**src/rtl/psum_writeback_ctrl.sv**
```systemverilog
// Captures finished partial sums, queues them in a small FIFO for a valid/ready sink,
// and reports the write-back handshake code back to the main controller.
module psum_writeback_ctrl #(
  parameter int DATA_WIDTH = 16,
  parameter int DEPTH      = 4,
  parameter int CNT_WIDTH  = 8
) (
  input  logic                   clk,
  input  logic                   reset,
  input  logic                   chip_en,
  input  logic                   done,
  input  logic [DATA_WIDTH-1:0]  psum_in,
  input  logic [CNT_WIDTH-1:0]   total_outputs,
  input  logic                   out_ready,
  output logic                   out_valid,
  output logic [DATA_WIDTH-1:0]  out_data,
  output logic [1:0]             stall,
  output logic                   error,
  output logic [$clog2(DEPTH):0] fifo_level,
  output logic [CNT_WIDTH-1:0]   written_cnt
);

  localparam int PW = $clog2(DEPTH);
  localparam int LW = PW + 1;

  typedef enum logic [2:0] {IDLE, PUSH, REPORT, FINISHED, ERR} state_t;

  state_t                state;
  logic [DATA_WIDTH-1:0] hold;
  logic [DATA_WIDTH-1:0] mem [DEPTH];
  logic [PW-1:0]         wr_ptr, rd_ptr;
  logic                  pop, push_ok, push, last;
  logic [CNT_WIDTH-1:0]  cnt_next;

  assign out_valid = (fifo_level != '0);
  assign out_data  = out_valid ? mem[rd_ptr] : '0;
  assign pop       = out_valid & out_ready;
  // A full FIFO still takes the word if the head leaves in the same cycle.
  assign push_ok   = (fifo_level < LW'(DEPTH)) | pop;
  assign push      = chip_en & (state == PUSH) & ~done & push_ok;
  assign cnt_next  = (&written_cnt) ? written_cnt : written_cnt + CNT_WIDTH'(1);
  assign last      = (cnt_next >= total_outputs);

  always_ff @(posedge clk) begin
    if (push) mem[wr_ptr] <= hold;
  end

  always_ff @(posedge clk) begin
    if (reset) begin
      wr_ptr     <= '0;
      rd_ptr     <= '0;
      fifo_level <= '0;
    end else begin
      if (push) wr_ptr <= wr_ptr + PW'(1);
      if (pop)  rd_ptr <= rd_ptr + PW'(1);
      case ({push, pop})
        2'b10:   fifo_level <= fifo_level + LW'(1);
        2'b01:   fifo_level <= fifo_level - LW'(1);
        default: fifo_level <= fifo_level;
      endcase
    end
  end

  // The stall code is decided one state early so it is registered when REPORT is entered.
  always_ff @(posedge clk) begin
    if (reset) begin
      state       <= IDLE;
      hold        <= '0;
      written_cnt <= '0;
      stall       <= 2'b00;
      error       <= 1'b0;
    end else if (chip_en) begin
      case (state)
        IDLE: begin
          if (done) begin
            hold  <= psum_in;
            state <= PUSH;
          end
        end
        PUSH: begin
          if (done) begin
            state <= ERR;
            error <= 1'b1;
            stall <= 2'b00;
          end else if (push_ok) begin
            state <= REPORT;
            stall <= last ? 2'b11 : 2'b10;
          end
        end
        REPORT: begin
          if (done) begin
            state <= ERR;
            error <= 1'b1;
            stall <= 2'b00;
          end else begin
            written_cnt <= cnt_next;
            state       <= last ? FINISHED : IDLE;
            stall       <= last ? 2'b11 : 2'b00;
          end
        end
        FINISHED: stall <= 2'b11;
        ERR:      stall <= 2'b00;
        default:  state <= IDLE;
      endcase
    end
  end

endmodule

```
**config.mk**
```make
export PLATFORM = sky130hd
export DESIGN_NAME = psum_writeback_ctrl
export DESIGN_NICKNAME = d
export VERILOG_FILES = /design/src/rtl/psum_writeback_ctrl.sv
export SDC_FILE = /design/constraint.sdc
export NUM_CORES = 1
export LEC_CHECK = 0
export ABC_CLOCK_PERIOD_IN_PS = 8300
export BUFFER_PORTS_ARGS = -buffer_cell sky130_fd_sc_hd__buf_2
export CAP_MARGIN = 20
export CORE_AREA = 2 2 93 131
export CTS_CLUSTER_SIZE = 16
export DETAILED_ROUTE_END_ITERATION = 10
export DIE_AREA = 0 0 95 133
export PLACE_DENSITY_LB_ADDON = 0.2
export SYNTH_ARGS = -nofsm -noshare
export SYNTH_HDL_FRONTEND = slang
export SYNTH_SLANG_ARGS = --single-unit
```
**constraint.sdc**
```tcl
create_clock -name clk -period 8.3 [get_ports clk]
set_clock_uncertainty 0.1 [all_clocks]
set_input_delay 2.075 -clock clk [delete_from_list [all_inputs] [get_ports clk]]
set_output_delay 2.075 -clock clk [all_outputs]
set_load 0.02 [all_outputs]
```
==> results.md <==
| Metric | Value | Unit |
|:---|:---|:---|
| Min Clock Period, post-route | 4.08 | ns |
| Synthesized area divided by synthesized cell count | 12.5 | um2 |
| Data required time of the worst path | 6.12 | ns |
| Kind of capture point of the worst setup path | output port | - |
| Global-route total usage across every layer | 0.148 | - |
| Count of fill cells added during filler insertion | 1084 | - |
| Worst slew slack as a fraction of its limit | 0.440 | - |
| Setup Viol. Count Final | 0 | - |
| Fraction of the yosys area taken by sequential cells | 0.601 | - |
| Wire length reported by the detailed router | 8760 | um |
| Post-synthesis instance area | 4500 | um2 |
| Total grt overflow | 0 | - |
| PD cells | 211 | nW/um2 |
| Initial cell density of the core | 0.388 | - |
| DR vias | 2866 | - |
| Post-layout utilization of the core | 0.451 | - |
| Boundary Pins | 60 | - |
| Post-detailed-placement half-perimeter wirelength | 6070 | um |
| P_sw | 231 | uW |
| Crit start category | flop | - |
| Post-CTS Resized | 0 | - |
| Combinational cell fraction of total power | 0.073 | - |
| Critical Setup Path Class | reg2out | - |
| Ys async rst share | 0 | - |
| Buffers from clock root to sink, at most | 2 | - |
| Fraction of synthesized cell area taken by the top area cell type | 0.427 | - |
| Row cnt | 47 | - |
| Post-synth EDFFs | 64 | - |
| Commonest cells post-synth | sky130_fd_sc_hd__edfxtp_1, sky130_fd_sc_hd__nand2_1, sky130_fd_sc_hd__dfxtp_1 | - |
| Top flip-flop cell by instance count after synthesis | sky130_fd_sc_hd__edfxtp_1 | - |
| Yosys synthesis warning count | 0 | - |
| Global-route layer with the greatest usage | met2 | - |
| Final worst path period share | 0.492 | - |
| First-pass GRT wire length | 14000 | um |
| Clock slew seen by the registers of the worst setup and hold paths | 0.06 | ns |
| TritonCTS clock tree | yes | - |
| Power share of the clock group | 0.417 | - |
| Largest cells by area after synthesis | sky130_fd_sc_hd__edfxtp_1, sky130_fd_sc_hd__dfxtp_1, sky130_fd_sc_hd__mux4_2 | - |
| Count of hold-fix buffers inserted at cts | 0 | - |
| Overall die width | 95 | um |
| Remaining routing DRC violations | 0 | - |
| Number of violations of the max-capacitance limit | 0 | - |
| Number of global-route vias before repair | 2837 | - |
| Internal portion of total power | 873 | uW |
| Most common cell in the synthesized netlist | sky130_fd_sc_hd__edfxtp_1 | - |
| Met2 track utilization from global routing | 0.270 | - |
| Pleak | 1.93 | nW |
| Area leader, netlist | sky130_fd_sc_hd__edfxtp_1 | - |
| Number of inserted diodes | 0 | - |
| Peak fanout along the critical path | 16 | - |
| Max IR drop VDD | 0.000107 | V |
| Setup repair after global routing missed its margin | false | - |
| Iteration-0 DRC count of the detailed router | 125 | - |
| Hold violation count in the final report | 0 | - |
| Net count reported at finish | 458 | - |
| Setup TNS | 0 | ns |
| Root buf cell | sky130_fd_sc_hd__clkbuf_16 | - |
| Routability-driven placement congestion ratio | 0.788 | - |
| Avg WL per Cell | 15.5 | um |
| Fraction of power spent switching nets | 0.210 | - |
| Area growth from synthesis to final layout | 16.3 | % |
| Routing usage on met3 | 0.0313 | - |
| Share of cells above drive strength 1 | 0.236 | - |
| Ratio of routed vias to standard cells | 5.06 | - |
| Sequential share of power | 0.509 | - |
| Antenna Nets Post-Route | 0 | - |
| H-Tree Level Count | 3 | - |
| M1 GR Usage | 0.161 | - |
| Floorplan die height | 133 | um |
| Number of standard cells after synthesis | 361 | - |
| Number of register bits inferred by synthesis | 103 | - |
| TritonCTS Buffers | 9 | - |
| Max Transition Viols Final | 0 | - |
| Run status | finished clean | - |
| Overall die area | 12600 | um2 |
| Initial antenna violation count | 0 | - |
| Clk_lat worst skew | 0.33 | ns |
| Drt pass-1 iters | 5 | - |
| Count of cell types in the netlist | 44 | - |
| Achievable clock frequency | 245 | MHz |
| Number of sinks driven by the clock tree | 103 | - |
| Class of the most critical hold timing path | reg2reg | - |
| # port buffers | 59 | - |
| Placeable core region | 11600 | um2 |
| WP data arrival | 1.91 | ns |
| Post CTS Setup Buffer Count | 0 | - |
| Maximum number of pins on one net before global-route repair | 39 | - |
| Worst Max-Slew Pin Slew | 0.841 | ns |
| Synth Net Count | 405 | - |
==> cells by family (layout without fill, tap and decap cells) <==
logic type	after synthesis	after routing	share of synthesized area
flip-flops	103	103	0.601
AND/OR/NAND/NOR	120	120	0.137
buffers and inverters	37	95	0.0384
XOR/XNOR	11	11	0.0214
adder cells (fa/ha/maj)	15	15	0.0434
AO/OA/AOI/OAI	53	53	0.0651
multiplexers	22	22	0.0940
==> routing by layer <==
metal	wire length [um]	vias to the layer above
met1	3460	1365
met4	203	0
met2	4730	82
li1	-	1397
met3	356	22
met5	0	-
==> per-stage QoR <==
step | power (mW) | std cells | setup WS, ns | area, um2 | hold slack [ns]
global placement | 0.655 | 550 | 4.24 | 4880 | 0.345
detailed placement | 0.657 | 550 | 4.17 | 4880 | 0.346
finish | 1.10 | 566 | 4.22 | 5230 | 0.348
CTS | 1.12 | 566 | 4.14 | 5230 | 0.356
floorplan | 0.631 | 361 | 4.53 | 4500 | 0.360
global route | 1.15 | 566 | 4.09 | 5230 | 0.371
==> registers in the layout, summed over array words and instances, names as in the netlist, named ones only <==
register,count
error,1
fifo_level,3
written_cnt,8
mem,64
stall,2
rd_ptr,2
state,3
hold,16
wr_ptr,2
==> final timing paths <==
| check | start | end | slack (ns) | cells after the start |
|---|---|---|---|---|
| setup / recovery | flop | out_data[10] | 4.22 | 3 |
| hold / removal | error$_SDFFE_PP0P_ | error$_SDFFE_PP0P_ | 0.35 | 2 |
| setup reg to reg | written_cnt[0]$_SDFFE_PP0P_ | stall[0]$_SDFFE_PP0P_ | 5.11 | 10 |
| hold reg to reg | error$_SDFFE_PP0P_ | error$_SDFFE_PP0P_ | 0.35 | 2 |
==> critical path, cell delays in order, from the launching register on <==
cell and delay [ns]:
sky130_fd_sc_hd__dfxtp_1 0.83, sky130_fd_sc_hd__mux4_2 0.41, sky130_fd_sc_hd__and2_1 0.17, sky130_fd_sc_hd__buf_2 0.15
==> power groups by stage <==
stage	Combinational [mW]	Clock, mW	Sequential [mW]
final	0.0810	0.461	0.563
after global routing	0.0909	0.491	0.564
after CTS	0.0832	0.471	0.563
after detailed placement	0.0830	0	0.574
after global placement	0.0812	0	0.573
after floorplan	0.0595	0	0.571
==> cells in the final DEF (no fill, tap or decap), types with 2 or more instances in the layout <==
cell,instances
sky130_fd_sc_hd__buf_2,59
sky130_fd_sc_hd__mux4_2,16
sky130_fd_sc_hd__xnor2_1,5
sky130_fd_sc_hd__nor3_1,5
sky130_fd_sc_hd__nand3_1,5
sky130_fd_sc_hd__nor2_1,21
sky130_fd_sc_hd__clkbuf_16,12
sky130_fd_sc_hd__and2_1,21
sky130_fd_sc_hd__edfxtp_1,64
sky130_fd_sc_hd__a31oi_1,3
sky130_fd_sc_hd__a21oi_1,31
sky130_fd_sc_hd__o21a_1,2
sky130_fd_sc_hd__o21ai_0,12
sky130_fd_sc_hd__ha_1,14
sky130_fd_sc_hd__mux2_2,2
sky130_fd_sc_hd__nand2b_1,2
sky130_fd_sc_hd__mux2i_1,4
sky130_fd_sc_hd__or3_1,6
sky130_fd_sc_hd__dfxtp_1,39
sky130_fd_sc_hd__inv_1,19
sky130_fd_sc_hd__nand2_1,48
sky130_fd_sc_hd__xor2_1,6
==> final cells by class <==
class	count	area, um2	share of cell area
Inverter	19	71.3	0.0136
Sequential cell	103	2700	0.517
Tap cell	147	184	0.0352
Clock inverter	3	42.5	0.00813
Clock buffer	13	304	0.0581
Timing Repair Buffer	60	303	0.0579
Multi-Input combinational cell	221	1620	0.310
Power figures use the tool's default switching activity.
